`src/rtl/sys_ctrl_tx.sv`:
```
// sys_ctrl_tx
// Response path of the system controller (REF_CLK domain). Register-file
// reads and ALU results arrive as single-cycle send pulses. Each source has a
// one-deep pend/hold buffer. The transmit FSM writes the captured data into
// the TX async FIFO one byte per frame: one frame for RF data, two frames for
// ALU results, LSB first.
//
// Ports:
//   CLK        reference clock, rising edge
//   RST        asynchronous active-low reset
//   RF_SEND    pulse: RF_DATA valid this cycle
//   RF_DATA    register-file read data (WIDTH)
//   ALU_SEND   pulse: ALU_DATA valid this cycle
//   ALU_DATA   ALU result (2*WIDTH)
//   FIFO_FULL  TX FIFO full, already synchronised to CLK
//   WR_INC     FIFO write strobe
//   WR_DATA    FIFO write data (WIDTH)
//   BUSY       FSM not in IDLE
//   OVR        one-cycle pulse: a pending request was overwritten
//   dbg_state  current FSM state, for observation only
//
// FIFO write handshake: the FIFO accepts a byte on every cycle WR_INC is
// high. WR_INC is never high while FIFO_FULL is high. While FIFO_FULL is high,
// WR_DATA and the state hold until a cycle with FIFO_FULL low.
module sys_ctrl_tx #(
    parameter int WIDTH = 8
) (
    input  logic               CLK,
    input  logic               RST,
    input  logic               RF_SEND,
    input  logic [WIDTH-1:0]   RF_DATA,
    input  logic               ALU_SEND,
    input  logic [2*WIDTH-1:0] ALU_DATA,
    input  logic               FIFO_FULL,
    output logic               WR_INC,
    output logic [WIDTH-1:0]   WR_DATA,
    output logic               BUSY,
    output logic               OVR,
    output logic [1:0]         dbg_state
);

    localparam logic [1:0] IDLE      = 2'd0;
    localparam logic [1:0] RF_S      = 2'd1;
    localparam logic [1:0] ALU_LSB_S = 2'd2;
    localparam logic [1:0] ALU_MSB_S = 2'd3;

    logic [1:0]         state;
    logic [1:0]         next_state;
    logic               rf_pend;
    logic [WIDTH-1:0]   rf_hold;
    logic               alu_pend;
    logic [2*WIDTH-1:0] alu_hold;
    logic [2*WIDTH-1:0] tx_reg;
    logic               rf_take;
    logic               alu_take;
    logic               ovr_next;

    // Leaving IDLE consumes the pend flag. RF has fixed priority over ALU.
    assign rf_take  = (state == IDLE) && rf_pend;
    assign alu_take = (state == IDLE) && !rf_pend && alu_pend;

    // Overwrite happens only when the old request is still waiting.
    // A request consumed this cycle is moving into tx_reg, so it is not lost.
    assign ovr_next = (RF_SEND && rf_pend && !rf_take) ||
                      (ALU_SEND && alu_pend && !alu_take);

    always_comb begin
        next_state = IDLE;
        case (state)
            IDLE: begin
                if (rf_pend)       next_state = RF_S;
                else if (alu_pend) next_state = ALU_LSB_S;
                else               next_state = IDLE;
            end
            RF_S:      next_state = FIFO_FULL ? RF_S : IDLE;
            ALU_LSB_S: next_state = FIFO_FULL ? ALU_LSB_S : ALU_MSB_S;
            ALU_MSB_S: next_state = FIFO_FULL ? ALU_MSB_S : IDLE;
            default:   next_state = IDLE;
        endcase
    end

    always_ff @(posedge CLK or negedge RST) begin
        if (!RST) begin
            state    <= IDLE;
            rf_pend  <= 1'b0;
            rf_hold  <= '0;
            alu_pend <= 1'b0;
            alu_hold <= '0;
            tx_reg   <= '0;
            OVR      <= 1'b0;
        end else begin
            state <= next_state;
            OVR   <= ovr_next;

            // A new send sets the flag and wins over a same-edge clear.
            if (RF_SEND) begin
                rf_pend <= 1'b1;
                rf_hold <= RF_DATA;
            end else if (rf_take) begin
                rf_pend <= 1'b0;
            end

            if (ALU_SEND) begin
                alu_pend <= 1'b1;
                alu_hold <= ALU_DATA;
            end else if (alu_take) begin
                alu_pend <= 1'b0;
            end

            if (rf_take)
                tx_reg[WIDTH-1:0] <= rf_hold;
            else if (alu_take)
                tx_reg <= alu_hold;
        end
    end

    always_comb begin
        WR_DATA = '0;
        case (state)
            RF_S, ALU_LSB_S: WR_DATA = tx_reg[WIDTH-1:0];
            ALU_MSB_S:       WR_DATA = tx_reg[2*WIDTH-1:WIDTH];
            default:         WR_DATA = '0;
        endcase
    end

    assign BUSY      = (state != IDLE);
    assign WR_INC    = (state != IDLE) && !FIFO_FULL;
    assign dbg_state = state;

endmodule

```
`config.mk`:
```
export PLATFORM = sky130hd
export DESIGN_NAME = sys_ctrl_tx
export DESIGN_NICKNAME = d
export VERILOG_FILES = /design/src/rtl/sys_ctrl_tx.sv
export SDC_FILE = /design/constraint.sdc
export NUM_CORES = 1
export LEC_CHECK = 0
export ABC_AREA = 1
export CAP_MARGIN = 20
export CORE_MARGIN = 8
export CORE_UTILIZATION = 40
export DETAILED_ROUTE_END_ITERATION = 7
export PLACE_DENSITY = 0.63
export SYNTH_ARGS = -nofsm -noshare
export SYNTH_HDL_FRONTEND = slang
export SYNTH_SLANG_ARGS = --single-unit
```
`constraint.sdc`:
```
create_clock -name CLK -period 1.5 [get_ports CLK]
set_input_delay 0.225 -clock CLK [delete_from_list [all_inputs] [get_ports CLK]]
set_output_delay 0.225 -clock CLK [all_outputs]
set_load 0.01 [all_outputs]
```
# After elaboration in Yosys (flattened, before gate mapping)
# Index checks and enable logic that the tools add are counted.
op_classes:
  addsub: 0
  n_mul: 0
  div: 0
  n_lt_le_gt_ge: 0
  n_eq_ne: 3
  shifts: 0
  mux: 13
  bitwise: 1
  reduce_logical: 20
op_table:
  columns: ["cell", "n"]
  rows:
  - ["two-way mux 8 bit", 2]
  - ["case mux 8 bit (2 select lines)", 1]
  - ["logical AND 1 bit", 8]
  - ["case mux 2 bit (4 select lines)", 1]
  - ["nonzero test 2 bit", 4]
  - ["two-way mux 1 bit", 6]
  - ["two-way mux 2 bit", 3]
  - ["== test 2 bit (second input constant)", 2]
  - ["logical NOT 1 bit", 4]
  - ["== test 2 x 1 -> 1 bit (second input constant)", 1]
  - ["logical NOT 2 bit", 1]
  - ["AND reduction 2 bit", 1]
  - ["OR reduction 2 bit", 1]
  - ["logical OR 1 bit", 1]
  - ["inverter 1 bit", 1]
totals:
  regBits: 45
  latch_bits: 0
  ram_bits: 0
  rom_bits: 0
  output_inout_bits: 13
  n_memories: 0

# Longest topological paths before layout
logic_depth:
  ltp_word: 6
  depth_mapped: 7

# Worst setup path after synthesis
# OpenSTA, ideal clock, no wires.
synth_timing:
  kind: "register -> output"
  start: "register state[0], in the netlist dbg_state[0]"
  end: "output port WR_DATA[0]"
  arrival_time_ns: 1.320
  required_time_ns: 1.275
  setup_slack_ns: -0.045
  path_stages_with_launch: 6
  path_buffers: 1
  path_cell_list: "dfrtp_1 inv_1 ha_1 buf_1 nand2_1 a21oi_1"
synth_between:
  elab_chain_len: 3
  word_cells_on_any_way: 5
  cone_classes: "eq/ne (3); mux (1); reduce/logical (1)"
synth_lines:
  columns: ["element", "line", "source"]
  rows:
  - ["start, declared", "47", "logic [1:0] state;"]
  - ["start signal, assigned", "92", "state <= next_state;"]
  - ["== test 2 x 1 -> 1 bit / == test 2 bit (equally long branches)", "119", "case (state)"]
  - ["OR reduction 2 bit", "119", null]
  - ["case mux 8 bit (2 select lines) (*)", "119", null]
  - ["end, declared", "36", "output logic [WIDTH-1:0] WR_DATA,"]
# Every way passes the cells marked *; elsewhere a longest branch is shown, timed or not.

# Final worst setup path
layout_timing:
  start: "register state[0], in the netlist dbg_state[0]"
  end: "output port WR_DATA[1]"
# The elaborated chain is that of the path after synthesis.

==> metrics.txt <==
routed length per instance 11.7 microns; GR Util All Layers 12.1%; vias in the first global route 1715; critical path capture point type output pin; post-synth top area share 54.4%; die height 87.9 microns; Overflow after GRT 0; number of diodes 0; via/cell ratio 4.52; final-report setup violation count 8; first-pass GRT wire length ~7300 microns; PwrDens 1590 nW/um^2; die width between 80 and 90 microns; Worst Tran Pin Value 0.354 ns; YS warnings 0; Clock Latency Late Sink slightly below 0.3 ns; CP Class reg2out; Total Wirelength between 4000 and 5000 microns; post-route worst setup slack -0.117 ns; FF+latch count, synth 45; syn_area_per_cell 8.41 sq um; worst r2r path cells 8; Post-CTS Setup Bufs 0; RSZ-0062 raised after global routing true; Non-Filler Instances 371; First DRT Iteration DRCs 82; Yosys top cell by area dfrtp_1; clk slew on worst S/H paths 0.08 ns; status complete, but fails checks; Fmax about 0.62 GHz; area grow syn2layout 33.3%; Worst Hold Class in2async; I/O pin total 42; share of cells above drive strength 1 between 10% and 20%; distinct cell type count after synthesis 20; total leakage power 1.38 nW; fin crit period 1.62 ns; Die Area roughly 7700 sq um; R2R Path Start dbg_state[0]; Req. time, crit path 1.27 ns; DP HPWL 3290 microns; Buffers on Ports 41; Hold Fails Final Rpt 0; total power draw ~0.0044 W; synthesized instance count approximately 250; total of max-cap violations 0; register area share after synthesis around 54%; Cells after DPL 362; failing checks negative setup slack; Max IR drop VDD 0.582 mV; initial antenna violation count 0; 1st-pass router iterations 4; DRT antenna net count 0; Critical Path Start dbg_state[0]; net total in the final layout approximately 340; CTS max path bufs 2; row count 26; Slew Viols, Final 0; clk_skew 0.00462 ns; Core Box Area 5040 sq um; Post-Syn Area 2070 sq um; Final Wtd Congestion around 0.74; TritonCTS clock tree yes; Initial Utilization 41.0%; startpoint types register; Final Cycle Share 108%; Crit path arrival time 1.39 ns; clock sink total 45; r2r setup slk 0.09 ns; crit path max fanout 3; H-tree depth reported by CTS 2; vias post-DR 1676; Slew HR 76.4%; synth top area cells dfrtp_1, nand2_1, o21ai_0; Clk Tree Root Cell clkbuf_8; number of buffers created by CTS 5; Post-Syn Nets 281; largest net degree at the start of global routing 35; DP Worst Slack -0.349 ns; # DRC 0
==> synth_stat cells (all sizes together) <==
master	count
a21o	1
a21oi	9
buf	8
clkbuf	2
clkinv	1
dfrtp	45
ha	6
inv	20
nand2	110
nand3	12
nor2	4
o21a	1
o21ai	27
==> report_power, final <==
part / leakage, nW / internal, W / switching (W)
registers: 0.551 / 0.00151 / 0.000192
logic: 0.775 / 0.000833 / 0.00105
clock network: 0.0542 / 0.000416 / 0.000379
==> final timing paths <==
path                                   end
worst max-delay path            WR_DATA[1]
worst min-delay path            rf_hold[4]
worst max register to register  tx_reg[11]
worst min register to register  rf_hold[0]
max in group asynchronous        tx_reg[8]
min in group CLK                rf_hold[4]
==> worst max-delay path, stage by stage (launching register included) <==
cell	delay, ns
dfrtp_1	0.39
buf_4	0.15
buf_4	0.14
ha_2	0.18
nand2_1	0.05
a21oi_1	0.06
buf_2	0.14
==> cell families (layout without fill, tap and decap cells) <==
family | count (synthesis) | count (layout) | synth area share [%]
buffers and inverters | 31 | 86 | 6.78
adders and majority gates | 6 | 6 | 3.63
DFF | 45 | 45 | 54.4
AOI/OAI and AO/OA | 38 | 38 | 10.9
and+or+nand+nor | 126 | 126 | 24.2
==> layout make-up <==
class / count / area (sq um)
clock inverter: 1 / 5.00
multi-input combinational: 170 / 860
inverter: 21 / 78.8
sequential: 45 / 1130
fill: 507 / 2280
tap: 70 / 87.6
clock buffer: 7 / 96.3
timing repair buffer: 57 / 504
==> metrics by stage <==
| stage | util (%) | hold WS (ns) | TNS, ns | area, sq um |
|---|---|---|---|---|
| finish | 54.7 | 0.366 | -0.645 | 2760 |
| global route | 54.7 | 0.388 | -1.38 | 2760 |
| CTS | 54.3 | 0.366 | -1.03 | 2740 |
| detailed placement | 52.5 | 0.159 | -2.79 | 2650 |
| global placement | 52.5 | 0.157 | -2.64 | 2650 |
| floorplan | - | -0.0706 | -0.268 | 2080 |
==> per-layer routing <==
| layer | global-route usage [%] | share of wire, % | vias to the layer above |
|---|---|---|---|
| met4 | 4.84 | 0.71 | 0 |
| li1 | - | - | 874 |
| met2 | 20.2 | 49 | 30 |
| met1 | 14.0 | 46 | 768 |
| met3 | 3.75 | 4.2 | 4 |
| met5 | 0 | 0 | - |
==> placed cells by master (no fill, tap or decap), drive strengths merged, types with 2 or more instances in the layout <==
| cell | instances |
|---|---|
| nand2 | 110 |
| dfrtp | 45 |
| clkdlybuf4s50 | 28 |
| o21ai | 27 |
| buf | 25 |
| inv | 20 |
| nand3 | 12 |
| a21oi | 9 |
| clkbuf | 8 |
| ha | 6 |
| nor2 | 4 |
| dlygate4sd2 | 2 |
| clkinv | 2 |
==> repair_timing <==
action | CTS | global route
hold endpoints to repair | 14 | 0
resized for setup | 46 | 10
pin swaps | 2 | 2
hold buffers | 1 | 0
endpoints found under the setup margin | 15 | 18
(Power assumes the default switching activity.)
